===== src/rtl/alarm_sequencer.sv =====
// Alarm sequencer: arms, rings on match rising edge, auto-stops, optional snooze.
// Optional snooze feature enabled by defining ALARM_SEQUENCER_SNOOZE_EN.
module alarm_sequencer #(
    parameter int unsigned RING_TIMEOUT = 60,
    parameter int unsigned SNOOZE_SECS  = 300,
    parameter int unsigned MAX_SNOOZE   = 3
) (
    input  logic       clk,
    input  logic       reset,
    input  logic       arm,
    input  logic       match,
    input  logic       tick_1hz,
    input  logic       stop_key,
    input  logic       snooze_key,
    output logic       play_sound,
    output logic [1:0] state,
    output logic [1:0] snooze_cnt
);

    typedef enum logic [1:0] {
        IDLE    = 2'd0,
        ARMED   = 2'd1,
        RINGING = 2'd2,
        SNOOZE  = 2'd3
    } state_t;

    localparam logic [8:0] RING_LAST   = 9'(RING_TIMEOUT - 1);
    localparam logic [8:0] SNOOZE_LAST = 9'(SNOOZE_SECS - 1);

`ifdef ALARM_SEQUENCER_SNOOZE_EN
    localparam bit SNOOZE_EN = 1'b1;
`else
    localparam bit SNOOZE_EN = 1'b0;
`endif

    state_t     r_state;
    state_t     w_next_state;
    logic [8:0] r_sec_cnt;
    logic [8:0] w_next_sec_cnt;
    logic [1:0] r_snooze_cnt;
    logic [1:0] w_next_snooze_cnt;
    logic       r_match_q;
    logic       r_play;
    logic       w_match_rise;
    logic       w_snooze_ok;

    assign w_match_rise = match & ~r_match_q;
    // With the feature disabled this folds to 0, so SNOOZE can never be entered.
    assign w_snooze_ok  = SNOOZE_EN && snooze_key && (32'(r_snooze_cnt) < MAX_SNOOZE);

    always_comb begin
        w_next_state      = r_state;
        w_next_sec_cnt    = r_sec_cnt;
        w_next_snooze_cnt = r_snooze_cnt;
        if (!arm) begin
            w_next_state      = IDLE;
            w_next_sec_cnt    = '0;
            w_next_snooze_cnt = '0;
        end else begin
            case (r_state)
                IDLE: begin
                    w_next_state      = ARMED;
                    w_next_sec_cnt    = '0;
                    w_next_snooze_cnt = '0;
                end
                ARMED: begin
                    w_next_sec_cnt = '0;
                    if (w_match_rise) begin
                        w_next_state = RINGING;
                    end
                end
                RINGING: begin
                    if (stop_key) begin
                        w_next_state      = ARMED;
                        w_next_sec_cnt    = '0;
                        w_next_snooze_cnt = '0;
                    end else if (w_snooze_ok) begin
                        w_next_state      = SNOOZE;
                        w_next_sec_cnt    = '0;
                        w_next_snooze_cnt = r_snooze_cnt + 2'd1;
                    end else if (tick_1hz) begin
                        if (r_sec_cnt == RING_LAST) begin
                            w_next_state      = ARMED;
                            w_next_sec_cnt    = '0;
                            w_next_snooze_cnt = '0;
                        end else begin
                            w_next_sec_cnt = r_sec_cnt + 9'd1;
                        end
                    end
                end
                SNOOZE: begin
                    if (stop_key) begin
                        w_next_state      = ARMED;
                        w_next_sec_cnt    = '0;
                        w_next_snooze_cnt = '0;
                    end else if (tick_1hz) begin
                        if (r_sec_cnt == SNOOZE_LAST) begin
                            w_next_state   = RINGING;
                            w_next_sec_cnt = '0;
                        end else begin
                            w_next_sec_cnt = r_sec_cnt + 9'd1;
                        end
                    end
                end
                default: begin
                    w_next_state      = IDLE;
                    w_next_sec_cnt    = '0;
                    w_next_snooze_cnt = '0;
                end
            endcase
        end
    end

    // match_q resets high so a match already asserted at reset release never rings.
    always_ff @(posedge clk or negedge reset) begin
        if (!reset) begin
            r_state      <= IDLE;
            r_sec_cnt    <= '0;
            r_snooze_cnt <= '0;
            r_match_q    <= 1'b1;
            r_play       <= 1'b0;
        end else begin
            r_state      <= w_next_state;
            r_sec_cnt    <= w_next_sec_cnt;
            r_snooze_cnt <= w_next_snooze_cnt;
            r_match_q    <= match;
            r_play       <= (w_next_state == RINGING);
        end
    end

    assign state      = r_state;
    assign play_sound = r_play;
    assign snooze_cnt = SNOOZE_EN ? r_snooze_cnt : 2'b00;

endmodule


===== config.mk =====
export PLATFORM = sky130hd
export DESIGN_NAME = alarm_sequencer
export DESIGN_NICKNAME = d
export VERILOG_FILES = /design/src/rtl/alarm_sequencer.sv
export SDC_FILE = /design/constraint.sdc
export NUM_CORES = 1
export LEC_CHECK = 0
export CAP_MARGIN = 20
export CORE_MARGIN = 1
export CORE_UTILIZATION = 41
export DETAILED_ROUTE_END_ITERATION = 6
export GPL_ROUTABILITY_DRIVEN = 0
export MAX_ROUTING_LAYER = met4
export SLEW_MARGIN = 20
export SYNTH_ARGS = -nofsm -noshare
export SYNTH_HDL_FRONTEND = slang
export SYNTH_SLANG_ARGS = --single-unit

===== constraint.sdc =====
create_clock -name clk -period 3.1 [get_ports clk]
set_input_delay 0.775 -clock clk [delete_from_list [all_inputs] [get_ports clk]]
set_output_delay 0.775 -clock clk [all_outputs]
set_load 0.02 [all_outputs]

* Word level (Yosys, flattened, before mapping)
Cells that the tools add are included.
** Operators by class
- $add $sub $neg :: 1
- Eq/ne operators :: 8
- Multiplexer cells :: 17
- Bitwise operators :: 2
- Reductions and logical operators :: 3
** Operators with widths (count)
- two-way mux 9 bit :: 7
- case mux 9 bit (3 select lines) :: 1
- two-way mux 2 bit :: 8
- adder 9 x 1 -> 9 bit, second input constant :: 1
- == test 9 x 6 -> 1 bit, second input constant :: 1
- == test 9 bit, second input constant :: 1
- != test 4 bit, second input constant :: 2
- case mux 2 bit (4 select lines) :: 1
- == test 2 bit, second input constant :: 3
- == test 2 x 1 -> 1 bit, second input constant :: 1
- logical NOT 2 bit :: 1
- AND reduction 2 bit :: 1
- OR reduction 2 bit :: 1
- bitwise AND 1 bit :: 1
- inverter 1 bit :: 1
** Storage, ports and cells
- Register bits after elaboration :: 13
- Bits of input ports :: 7
- Output and inout bits :: 5
- Logic and storage cells :: 35

* Longest topological paths before layout
- Depth in word-level cells :: 7
- Mapped depth :: 5
- Mapped depth without buffers :: 5

* Worst setup path after synthesis
Ideal clock, no wire load.
- Path type :: input to register
- Start point :: input port stop_key
- End point :: register r_state[0], in the netlist state[0]
- Library setup time :: 119 ps
- Arrival time :: 1637 ps
- Data required time :: 2981 ps
- Setup slack :: 1344 ps
- Stages on the path :: 4
- Path buffers :: 0
- Path through :: or3b_2 -> a41oi_1 -> nor3b_2 -> and2_1
** On the way
- Cells in the longest elaborated chain, start to end :: 3
- Elaborated cells on any way between the ends :: 4
- Classes of those cells :: mux (4)
** Ends and longest elaborated chain
- from (decl) :: RTL line 13 : input logic stop_key,
- two-way mux 2 bit (on tied branches) :: RTL line 92, 73
- case mux 2 bit (4 select lines) * :: RTL line 60 : case (r_state)
- two-way mux 2 bit * :: RTL line 55 : if (!arm) begin
- net w_next_state[0] :: RTL line 37 : state_t w_next_state;
- to (signal assigned) :: RTL line 123 : r_state <= w_next_state;
- to (decl) :: RTL line 36 : state_t r_state;
The timed path passes the listed nets; every way through them passes the cells marked *.
A chain may end at the register's enable or synchronous reset.

* Worst setup path in the final report
- Start point :: register r_state[0], in the netlist state[0]
- End point :: output port state[0]
** RTL lines
- to (decl) :: RTL line 16 : output logic [1:0] state,
No word-level cell between the ends.

==> flow_summary.json <==
{
  "p_clk_share_pct": 33.8,
  "area_delta_synth_final_pct": 14.7,
  "synth_edf_count": 0,
  "final_common_cell": "dfrtp_1",
  "dieArea_mm2": 0.00210,
  "num_vias": 609,
  "hold_viol_final": 0,
  "first_pass_iters": 4,
  "die_w_um": 45.9,
  "ir_drop_mv": 0.261,
  "setup_tns_ps": 0,
  "yosys_most_used_dff": "dfrtp_1",
  "clkLatencyLatePin_ps": 270,
  "root_buffer": "clkbuf_4",
  "p_switching_mw": 0.0703,
  "final_cell_mix": "dfrtp_1 (12), clkdlybuf4s50_1 (8), o21ai_0 (6), nand2_1 (6)",
  "required_ps": 2320,
  "finalSetupViolations": 0,
  "worstPathArrival_ps": 1350,
  "crit_path_max_incr_delay_ps": 640,
  "start_kind": "flip-flop",
  "grt_pass1_vias": 560,
  "avgSynthCellArea_um2": 10.1,
  "clock-sinks": 13,
  "fmax_ghz": 0.471,
  "synth.area.top_cells": "dfrtp_1 (38%), o21ai_0 (3.8%), dfstp_2 (3.3%), o2111ai_4 (3.3%), a41oi_1 (3.3%)",
  "placed_area_um2": 880,
  "power.density_mw_per_mm2": 336,
  "internal_power_mw": 0.234,
  "hp-class": "reg -> reg",
  "cts.repair.resized": 0,
  "core_mm2": 0.00176,
  "synth_cell_types": 38,
  "path_delay_family": "buffers and inverters",
  "wl_per_cell_um": 13.8,
  "postLayoutCellArea_um2": 906,
  "synth_cells": 78,
  "cts_max_level": 1,
  "ys.warnings.count": 0,
  "hold_path_startpoint": "r_sec_cnt[1]$_DFFE_PN0P_",
  "finClkSkew_ps": 6.95,
  "end_kind": "output port",
  "clock_path_buffers": 2,
  "synth_async_sr_flop_share_pct": 100,
  "path_cells": "clkdlybuf4s50_1",
  "worstReg2RegStart": "r_sec_cnt[2]$_DFFE_PN0P_",
  "worstMarginPinSlew_ps": 596,
  "postCtsSetupRepairBufs": 0,
  "cts_buffers": 3,
  "place_hpwl_um": 1120,
  "drc": 0,
  "cts_tree": "built",
  "antenna_cells": 0,
  "post-route-util_pct": 51.3,
  "antenna_found_initial": 0,
  "drt_iter0_markers": 16,
  "portBuffers": 8,
  "path_buf_inv": 1,
  "io_pins": 12,
  "seqPwrFrac_pct": 57.5,
  "cts_hold_buf": 0,
  "syn_area_um2": 790,
  "synth-seq-area-share_pct": 41.4,
  "grt_start_max_net_pins": 14,
  "grt_pass1_wl_um": 2710,
  "cp_slowest_cell": "clkdlybuf4s50_1",
  "status": "finished, final reports clean",
  "drv_cap": 0,
  "drv_slew": 0,
  "gr-total-overflow": 0,
  "track_usage_pct": 19.0,
  "fin_nets": 96,
  "yosys.area.top_type_share_pct": 38.0,
  "switching_share_pct": 23.1,
  "wl_um": 1540,
  "postRouteAntennaNets": 0,
  "p_leak_nw": 0.358,
  "startpoint": "state[0]$_DFF_PN0_",
  "crit_fanout": 7,
  "criticalPathCategory": "reg -> out",
  "avgViaCountPerCell": 5.44,
  "grt_setup_unrepaired": "false",
  "relSlewSlack_pct": 60.2,
  "initial_utilization_pct": 44.8,
  "ys_ff_latch": 13,
  "timing.final.crit_share_pct": 68.5,
  "clk_pin_slew_ps": 80,
  "drive_above_1_share_pct": 14.9,
  "combPwrFrac_pct": 8.7,
  "synth_area_leader_cell": "dfrtp_1",
  "fp-row-count": 15,
  "die_h_um": 45.9,
  "period_minus_slack_ps": 2120
}
cell type report:
type / instances / area (um^2)
tap: 25 / 31.3
inverter: 3 / 11.3
sequential: 13 / 327
timing repair buffer: 8 / 80.1
clock buffer: 4 / 26.3
fill: 176 / 858
multi-input combinational: 59 / 430
cells in the mapped netlist, types with 2 or more instances:
cell      number
a21oi_1        3
a311oi_1       2
a41oi_1        3
and2_1         3
and3_2         2
buf_2          2
buf_4          2
dfrtp_1       12
inv_1          3
nand2_1        6
nand3_1        3
nand4_1        3
nor2_1         3
o21ai_0        6
o31ai_1        2
kinds of logic (layout without fill, tap and decap cells):
logic type	count (synthesis)	after routing	synth area share, %
fa+ha+maj	1	1	1.58
compound gates	19	19	18.5
buf+inv	7	15	4.60
other cells	1	2	0.475
xor+xnor	1	1	1.11
flops	13	13	41.4
mux	1	1	1.27
simple gates	35	35	31.1
power groups by stage:
stage / Combinational (mW) / Sequential, mW / Clock, mW
after detailed placement: 0.0267 / 0.178 / 0
after global placement: 0.0267 / 0.178 / 0
final: 0.0265 / 0.175 / 0.103
after global routing: 0.0294 / 0.176 / 0.116
after CTS: 0.0268 / 0.175 / 0.108
after floorplan: 0.0115 / 0.180 / 0
path summary, 6_finish.rpt:
path | cells past startpoint | slack, ps | end
max | 1 | 980 | state[0]
min | 2 | 560 | r_sec_cnt[1]$_DFFE_PN0P_
max reg2reg | 4 | 1510 | r_sec_cnt[8]$_DFFE_PN0P_
min reg2reg | 2 | 560 | r_sec_cnt[1]$_DFFE_PN0P_
max in group asynchronous | 1 | 1840 | r_sec_cnt[7]$_DFFE_PN0P_
min in group asynchronous | 1 | 870 | r_sec_cnt[3]$_DFFE_PN0P_
stage by stage:
stage	setup WS, ps	std cells	power (mW)	hold slack [ps]
6_report	977	112	0.304	564
3_5_place_dp	825	108	0.205	539
4_1_cts	948	112	0.310	563
2_1_floorplan	1340	79	0.191	479
3_3_place_gp	826	108	0.205	525
5_1_grt	892	112	0.321	598
layer usage:
metal / wire [um] / part of all wire [%] / track usage (%)
met1: 809 / 52 / 27.8
met2: 665 / 43 / 25.6
met3: 56 / 3.6 / 5.95
met4: 12 / 0.78 / 3.53
met5: 0 / 0 / -
flip-flops by register name, indices dropped and copies added (netlist names):
register    cells
play_sound      1
r_match_q       1
r_sec_cnt       9
state           2
Note: power is estimated with default switching activity, not from simulation.
